**config.mk**
```make
export PLATFORM = sky130hd
export DESIGN_NAME = coincidence_counter
export DESIGN_NICKNAME = d
export VERILOG_FILES = /design/src/rtl/coinc_pkg.sv /design/src/rtl/chan_window.sv /design/src/rtl/coincidence_counter.sv
export SDC_FILE = /design/constraint.sdc
export NUM_CORES = 1
export LEC_CHECK = 0
export CAP_MARGIN = 20
export CORE_UTILIZATION = 58
export DETAILED_ROUTE_END_ITERATION = 8
export DONT_BUFFER_PORTS = 1
export MAX_ROUTING_LAYER = met4
export PLACE_DENSITY = 0.74
export REMOVE_ABC_BUFFERS = 1
export SYNTH_ARGS = -nofsm -noshare
export SYNTH_HDL_FRONTEND = slang
export SYNTH_SLANG_ARGS = --single-unit
```
**constraint.sdc**
```tcl
create_clock -name Clk -period 3.3 [get_ports Clk]
set_clock_uncertainty 0.05 [all_clocks]
set_input_delay 0.66 -clock Clk [delete_from_list [all_inputs] [get_ports Clk]]
set_output_delay 0.66 -clock Clk [all_outputs]
set_load 0.01 [all_outputs]
```
**src/rtl/coinc_pkg.sv**
```systemverilog
`default_nettype none
// ============================================================================
//  Module      : coinc_pkg
//  Description : Shared state type and default widths for the coincidence counter.
//  Revision    : 1.0
// ============================================================================
package coinc_pkg;

    typedef enum logic [1:0] {
        IDLE = 2'd0,
        ACQ  = 2'd1,
        HOLD = 2'd2
    } coinc_state_t;

    localparam int C_NCHAN_DEFAULT = 4;
    localparam int C_WBITS_DEFAULT = 4;
    localparam int C_PBITS_DEFAULT = 24;
    localparam int C_CBITS_DEFAULT = 16;

endpackage
`default_nettype wire

```
**src/rtl/chan_window.sv**
```systemverilog
`default_nettype none
// ============================================================================
//  Module      : chan_window
//  Description : Per-channel rising-edge detector and coincidence window timer.
//  Revision    : 1.0
// ============================================================================
module chan_window #(
    parameter int WBITS = 4
) (
    input  logic             Clk,
    input  logic             Rst_n,
    input  logic             din,
    input  logic             arm_en,
    input  logic             clear,
    input  logic             consume,
    input  logic [WBITS-1:0] window,
    output logic             live
);

    logic             r_prev;
    logic [WBITS-1:0] r_timer;
    logic             w_rise;
    logic             w_armed;

    assign w_rise  = din & ~r_prev;
    assign w_armed = (r_timer != '0);
    assign live    = w_armed | w_rise;

    // The rise cycle itself is covered by w_rise; the timer covers the
    // following window cycles, so the channel is live for window+1 cycles.
    always_ff @(posedge Clk or negedge Rst_n) begin
        if (!Rst_n) begin
            r_prev  <= 1'b0;
            r_timer <= '0;
        end else begin
            r_prev <= din;
            if (clear || consume) begin
                r_timer <= '0;
            end else if (arm_en && w_rise) begin
                r_timer <= window;
            end else if (w_armed) begin
                r_timer <= r_timer - WBITS'(1);
            end
        end
    end

endmodule
`default_nettype wire

```
**src/rtl/coincidence_counter.sv**
```systemverilog
`default_nettype none
// ============================================================================
//  Module      : coincidence_counter
//  Description : Windowed multi-channel coincidence detector with a timed,
//                saturating coincidence count and valid/ready result readout.
//  Revision    : 1.0
// ============================================================================
module coincidence_counter
    import coinc_pkg::*;
#(
    parameter int NCHAN = C_NCHAN_DEFAULT,
    parameter int WBITS = C_WBITS_DEFAULT,
    parameter int PBITS = C_PBITS_DEFAULT,
    parameter int CBITS = C_CBITS_DEFAULT
) (
    input  logic             Clk,
    input  logic             Rst_n,
    input  logic [NCHAN-1:0] DlayChann,
    input  logic [NCHAN-1:0] Mask,
    input  logic [WBITS-1:0] Window,
    input  logic [PBITS-1:0] Period,
    input  logic             Start,
    input  logic             Abort,
    output logic             CoincPulse,
    output logic [CBITS-1:0] CountOut,
    output logic             CountValid,
    input  logic             CountReady,
    output logic             Busy,
    output logic             Overflow
);

    localparam logic [CBITS-1:0] C_COUNT_MAX = '1;

    coinc_state_t     r_state;
    coinc_state_t     w_state_next;

    logic [NCHAN-1:0] r_mask;
    logic [WBITS-1:0] r_window;
    logic [PBITS-1:0] r_period_cnt;
    logic [CBITS-1:0] r_count;
    logic [CBITS-1:0] r_count_out;
    logic             r_overflow;
    logic             r_pulse;

    logic             w_in_acq;
    logic             w_start_take;
    logic             w_abort;
    logic             w_last;
    logic             w_clear;
    logic             w_hit;
    logic [NCHAN-1:0] w_live;
    logic [NCHAN-1:0] w_consume;
    logic [CBITS-1:0] w_count_inc;
    logic [CBITS-1:0] w_count_next;

    assign w_in_acq     = (r_state == ACQ);
    assign w_start_take = (r_state == IDLE) && Start;
    assign w_abort      = w_in_acq && Abort;
    assign w_last       = w_in_acq && !Abort && (r_period_cnt == PBITS'(1));
    assign w_clear      = w_start_take | w_abort;

    assign w_hit        = w_in_acq && (r_mask != '0) && ((r_mask & ~w_live) == '0);
    assign w_consume    = {NCHAN{w_hit}} & r_mask;

    assign w_count_inc  = (r_count == C_COUNT_MAX) ? r_count : r_count + CBITS'(1);
    assign w_count_next = w_hit ? w_count_inc : r_count;

    generate
        for (genvar i = 0; i < NCHAN; i++) begin : g_chan
            chan_window #(
                .WBITS (WBITS)
            ) u_chan_window (
                .Clk     (Clk),
                .Rst_n   (Rst_n),
                .din     (DlayChann[i]),
                .arm_en  (w_in_acq),
                .clear   (w_clear),
                .consume (w_consume[i]),
                .window  (r_window),
                .live    (w_live[i])
            );
        end
    endgenerate

    always_ff @(posedge Clk or negedge Rst_n) begin
        if (!Rst_n) begin
            r_state <= IDLE;
        end else begin
            r_state <= w_state_next;
        end
    end

    always_comb begin
        w_state_next = r_state;
        case (r_state)
            IDLE: if (Start) w_state_next = ACQ;
            ACQ: begin
                if (Abort) begin
                    w_state_next = IDLE;
                end else if (r_period_cnt == PBITS'(1)) begin
                    w_state_next = HOLD;
                end
            end
            HOLD:    if (CountReady) w_state_next = IDLE;
            default: w_state_next = IDLE;
        endcase
    end

    always_ff @(posedge Clk or negedge Rst_n) begin
        if (!Rst_n) begin
            r_mask       <= '0;
            r_window     <= '0;
            r_period_cnt <= '0;
            r_count      <= '0;
            r_count_out  <= '0;
            r_overflow   <= 1'b0;
            r_pulse      <= 1'b0;
        end else begin
            r_pulse <= w_hit && !Abort;
            if (w_start_take) begin
                r_mask       <= Mask;
                r_window     <= Window;
                r_period_cnt <= (Period == '0) ? PBITS'(1) : Period;
                r_count      <= '0;
                r_overflow   <= 1'b0;
            end else if (w_in_acq) begin
                r_period_cnt <= r_period_cnt - PBITS'(1);
                r_count      <= w_count_next;
                if (w_hit && (w_count_inc == C_COUNT_MAX)) begin
                    r_overflow <= 1'b1;
                end
            end
            // Includes a coincidence detected in the final acquisition cycle.
            if (w_last) begin
                r_count_out <= w_count_next;
            end
        end
    end

    assign CoincPulse = r_pulse;
    assign CountOut   = r_count_out;
    assign CountValid = (r_state == HOLD);
    assign Busy       = (r_state == ACQ) || (r_state == HOLD);
    assign Overflow   = r_overflow;

endmodule
`default_nettype wire
```
Yosys cells after proc, flatten, opt, wreduce, memory -nomap -nowiden
Cells that the tools add are included.
Storage, ports and cells
  register bits: 88
  input port bits: 41
  output and inout port bits: 20
  word-level logic and storage cells: 107
Cells by class
  add/sub/neg operators: 6
  eq/ne operators: 8
  multiplexer cells: 27
  bitwise logic cells: 16
  reduce and logical (&&, ||, !) cells: 34
Operator list (number)
  24-bit 2-to-1 mux: 3
  16-bit 2-to-1 mux: 4
  4-bit 2-to-1 mux: 12
  16-bit equality test (second input constant): 2
  24-bit by 1-bit equality test with 1-bit output (second input constant): 1
  24-bit logical NOT: 1
  24-bit by 1-bit subtractor with 24-bit output (second input constant): 1
  4-bit nonzero test: 5
  16-bit by 1-bit adder with 16-bit output (second input constant): 1
  4-bit by 1-bit subtractor with 4-bit output (second input constant): 4
  1-bit logical AND: 12
  3-bit nonzero test: 4
  4-bit bitwise AND: 2
  2-bit 2-to-1 mux: 4
  2-bit case mux with 3 select lines: 1
  1-bit logical OR: 5
  1-bit bitwise OR: 5
  1-bit bitwise AND: 4
  4-bit logical NOT: 1
  1-bit NOT: 4
  4-bit NOT: 1
  2-bit nonzero test: 2
  1-bit 2-to-1 mux: 3
  3-bit inequality test (second input constant): 1
  other kinds (8): 8

Depth between registers and ports, before layout
  word-level depth: 11
  mapped depth: 10
  depth with buffers taken out: 8

By module
A second synthesis with hierarchy kept.
Second synthesis, totals
  cell total of the unflattened synthesis: 530
  area, all modules: 4923.5 um^2
By module, submodules not included
  coincidence_counter: times used 1, cells each 414, area each 3722.3 um^2, sequential area each 1701.6 um^2
  chan_window: times used 4, cells each 29, area each 300.3 um^2, sequential area each 125.1 um^2

Worst setup path before layout
No wires, ideal clock.
  kind: register to register
  from: reg g_chan[0].u_chan_window.r_timer[0]
  to: reg r_count_out[15], in the netlist CountOut[15]
  library setup time: 125 ps
  arrival: 2172 ps
  required time: 3125 ps
  setup slack: 953 ps
  stages on the path, launching flop included: 11
  buffers on the path: 2
  clock period less this slack: 2347 ps
  cells stage by stage: dfrtp_1 > inv_1 > ha_1 > or3b_1 > clkbuf_1 > or3_1 > and4_1 > buf_2 > a21oi_1 > a41oi_1 > mux2_2
Between the ends
  word-level cells in the longest chain between the ends: 7
RTL lines
  start, declared: line chan_window.sv:21  | logic [WBITS-1:0] r_timer;
  start signal, assigned: line chan_window.sv:40  | r_timer <= window;
  start signal, assigned: line chan_window.sv:42  | r_timer <= r_timer - WBITS'(1);
  4-bit nonzero test: line chan_window.sv:26  | assign w_armed = (r_timer != '0);
  1-bit bitwise OR: line chan_window.sv:27  | assign live = w_armed | w_rise;
  4-bit NOT: line coincidence_counter.sv:62  | assign w_hit = w_in_acq && (r_mask != '0) && ((r_mask & ~w_live) == '0);
  4-bit bitwise AND: line coincidence_counter.sv:62
  4-bit logical NOT: line coincidence_counter.sv:62
  1-bit logical AND: line coincidence_counter.sv:62
  16-bit 2-to-1 mux: line coincidence_counter.sv:66  | assign w_count_next = w_hit ? w_count_inc : r_count;
  end signal, assigned: line coincidence_counter.sv:135  | r_count_out <= w_count_next;
  end, declared: line coincidence_counter.sv:41  | logic [CBITS-1:0] r_count_out;
Every way passes these cells.
A chain may end at the register's enable or synchronous reset.

Final worst setup path
Same ends and word-level chain as after synthesis.

==> impl_summary.txt <==
----------------------------------------------------
[Routing]
  Initial DRC Count ... between 200 and 250
  Via count of the routed design ... between 3000 and 4000
  Post-detailed-route DRC marker count ... 0
  Number of nets still failing antenna checks after routing ... 0
  Detailed Route WL ... 9.815 mm
  Mean number of vias per cell ... approximately 5.9
  Routed len/inst ... approximately 16 um
  Drt first pass iters ... 4

[Setup path]
  Critical path buffer and inverter count ... 1
  Delay of the slowest cell on the worst path ... 0.45 ns
  Cell class contributing the biggest share of worst-path delay ... simple AND/OR/NAND/NOR gates
  Critical path, cell by cell ... inv_1 > ha_1 > or3b_1 > or3_1 > and4_1 > a21oi_1 > a41oi_1 > mux2_2
  CP arrival ... approximately 2.7 ns
  CP startpoint kind ... flop
  Critical path class ... flop to flop
  Data required time of the worst path ... between 3 and 4 ns
  Slowest cell on the critical path ... sky130_fd_sc_hd__or3b_1
  Largest fanout on the critical path ... 10
  Kind of end point of the critical path ... flop

[Floorplan]
  Die Y ... 91.63 um
  Count of standard-cell rows ... 32
  Number of top-level pins ... between 60 and 70
  Starting Density ... ~60%
  Die Span X ... 91.63 um
  Die ar. ... around 8400 um^2
  Core footprint ... a little under 8000 um^2

[Clock tree]
  CTS sink count ... ~90
  Cts bufs inserted ... 9
  Clock slew seen by the registers of the worst setup and hold paths ... about 0.080 ns
  Clock root buffer ... sky130_fd_sc_hd__clkbuf_8
  Clk_lat worst skew ... about 0.36 ns
  CTS tree ... built
  Maximum buffer depth of the clock tree ... 2
  Setup Buffers After CTS ... 0
  Number of H-tree levels ... 3

[Timing]
  Final Worst Setup Slack ... approximately 0.77 ns
  Finish-stage setup viols ... 0
  Highest Clock Rate ... between 300 and 400 MHz
  Worst hold margin ... 0.1472 ns
  Number of pins exceeding their max-slew limit in the final report ... 0
  Tcrit/Tclk final ... approximately three quarters
  RSZ-0062 raised after global routing ... false
  Headroom to the max-slew limit ... 57.65%
  Final worst path period need ... 2.530 ns
  Total negative slack ... 0 ns
  Worst slew pin tran ... 0.6339 ns
  Number of endpoints with negative hold slack in the final report ... 0

[Yosys]
  Most used flip-flop cell after synthesis ... sky130_fd_sc_hd__dfrtp_1
  Most instantiated library cell after synthesis ... sky130_fd_sc_hd__dfrtp_1
  Number of synthesized register bits ... slightly below 90
  Sequential area share after synthesis ... 47.26%
  Largest cells by area after synthesis ... sky130_fd_sc_hd__dfrtp_1 47%, sky130_fd_sc_hd__nand2_1 6.8%, sky130_fd_sc_hd__xnor2_1 5.3%, sky130_fd_sc_hd__ha_1 3.8%, sky130_fd_sc_hd__nor2_1 3.7%
  Cells after Synth ... between 500 and 600
  Top cell type's share of synthesized area ... 47.26%
  Proportion of synthesized flip-flops having asynchronous set or reset ... 100.0%
  Cell taking the most area after synthesis ... sky130_fd_sc_hd__dfrtp_1
  Leading cell types by count after synthesis ... 88 x sky130_fd_sc_hd__dfrtp_1, 85 x sky130_fd_sc_hd__nand2_1, 46 x sky130_fd_sc_hd__nor2_1
  Count of synthesis-stage warnings from yosys ... 0
  Avg Synthesized Cell Area ... between 9 and 10 um^2
  Distinct cell type count of the synthesized netlist ... 50
  Post-synth EDFFs ... 0
  Synth Cell Area ... around 4700 um^2

[Placed design]
  Port buffer count ... 0
  Worst setup slack after placement ... slightly below 0.8 ns
  Placer congestion estimate ... between 0.9 and 1
  Placed Instance Area ... around 4700 um^2
  Estimated wirelength of the detail-placed design ... about 7 mm

[Final layout]
  Final Instance Area ... 4954 um^2
  # diodes ... 0
  Seq. cell area ... 2202 um^2
  Ratio of cells with drive above 1 in the final layout ... 7.059%
  Fill cell total of the finished layout ... 669
  Net count, final ... 562
  Layout-stage area growth over the synthesis result ... 6.310%
  Combined area of the multi-input logic cells ... about 2300 um^2

[Global routing]
  Initial antenna violation count ... 0
  Aggregate global routing overflow ... 0
  Global-route wire length before repair ... around 17 mm
  Pin count of the biggest net entering global routing ... 89
  Vias in the first global route ... between 3000 and 4000
  All-layer global routing usage ... roughly a quarter

[Power]
  Pwr per Cell Area ... 781.4 nW/um^2
  Leakage power total ... approximately 2.1 nW
  Peak VDD IR ... ~0.27 mV
  Overall power ... ~3.9 mW

[Job]
  Number of max-cap violations ... 0

[Run status]
  Run status ... complete, no violations

[Hold path]
  Tightest Hold Check Type ... primary input to async pin

----------------------------------------------------
-- routing by layer --
metal  global-route usage (%)  share of wire (%)  wire, um  vias up
li1                         -                  -         -     1742
met4                    11.90                2.8       276        0
met3                    5.141                5.5       544       24
met1                    34.89                 45      4450     1725
met5                        -                  0         0        -
met2                    39.22                 46      4544      101
-- worst reg2reg max path: stages (launching register included) --
cell	delay, ns
sky130_fd_sc_hd__dfrtp_1	0.38
sky130_fd_sc_hd__inv_1	0.11
sky130_fd_sc_hd__ha_1	0.17
sky130_fd_sc_hd__or3b_1	0.45
sky130_fd_sc_hd__or3_1	0.41
sky130_fd_sc_hd__and4_1	0.29
sky130_fd_sc_hd__a21oi_1	0.19
sky130_fd_sc_hd__a41oi_1	0.08
sky130_fd_sc_hd__mux2_2	0.30
-- power breakdown --
group / switching [mW] / leakage (nW) / total [mW] / internal, mW
Combinational: 0.840 / 0.845 / 1.45 / 0.615
Sequential: 0.295 / 1.15 / 1.67 / 1.38
Clock: 0.363 / 0.0973 / 0.744 / 0.382
Total: 1.50 / 2.09 / 3.87 / 2.37
-- registers in the layout, indices dropped and copies added, names as in the netlist --
name,flops
r_count,16
CoincPulse,1
g_chan.u_chan_window.r_timer,16
r_window,4
r_state,2
r_period_cnt,24
g_chan.u_chan_window.r_prev,4
r_mask,4
CountOut,16
Overflow,1
-- worst paths after layout --
| path | start | end | slack (ns) | cells past startpoint |
|---|---|---|---|---|
| max in group asynchronous | Rst_n | r_count[0] | 2.71 | 1 |
| hold / removal | Rst_n | r_period_cnt[7] | 0.15 | 1 |
| min in group Clk | DlayChann[0] | g_chan[0].u_chan_window.r_prev | 0.27 | 0 |
| setup reg to reg | g_chan[0].u_chan_window.r_timer[0] | CountOut[15] | 0.77 | 8 |
| setup / recovery | g_chan[0].u_chan_window.r_timer[0] | CountOut[15] | 0.77 | 8 |
| hold reg to reg | r_mask[1] | r_mask[1] | 0.50 | 2 |
-- metrics by stage --
step                std cells  utilization, %
CTS                       612           63.77
global route              612           63.77
detailed placement        597           60.92
global placement          597           60.92
floorplan                 491               -
finish                    612           63.77
-- logic make-up after synthesis --
| group | synth area share, % |
|---|---|
| compound gates | 10.12 |
| xor+xnor | 8.083 |
| fa+ha+maj | 3.759 |
| buf+inv | 3.383 |
| flops | 47.26 |
| mux | 2.390 |
| simple gates | 25.00 |
-- timing repair --
action / 4_1_cts / 5_1_grt
hold endpoints to repair: 88 / 0
hold buffers: 1 / 0
resized for setup: 0 / 0
-- layout make-up --
cell class | count | area share (%)
Multi-Input combinational cell | 384 | 46.45
Tap cell | 102 | 2.576
Clock inverter | 3 | 0.8588
Clock buffer | 11 | 3.056
Inverter | 19 | 1.440
Timing Repair Buffer | 5 | 1.162
Sequential cell | 88 | 44.46
-- cell usage in the layout, fill, tap and decap left out, drive strengths merged, types with 3 or more instances in the layout --
| cell type | Yosys | final |
|---|---|---|
| nand2 | 85 | 85 |
| a211oi | 5 | 5 |
| mux2i | 10 | 10 |
| dfrtp | 88 | 88 |
| nor2 | 46 | 46 |
| nor3b | 3 | 3 |
| nor2b | 4 | 4 |
| clkbuf | 16 | 11 |
| nand3 | 17 | 17 |
| or3b | 3 | 3 |
| buf | 5 | 5 |
| or3 | 15 | 15 |
| o211ai | 3 | 3 |
| xnor2 | 28 | 28 |
| nand4 | 7 | 7 |
| inv | 19 | 19 |
| nor3 | 25 | 25 |
| ha | 14 | 14 |
| o21ai | 46 | 46 |
| a31oi | 3 | 3 |
| nand2b | 3 | 3 |
| xor2 | 15 | 15 |
| and4 | 3 | 3 |
| a21oi | 15 | 15 |
| nor4 | 8 | 8 |
| or4 | 5 | 5 |
No activity file was read; power rests on OpenSTA's default activity.
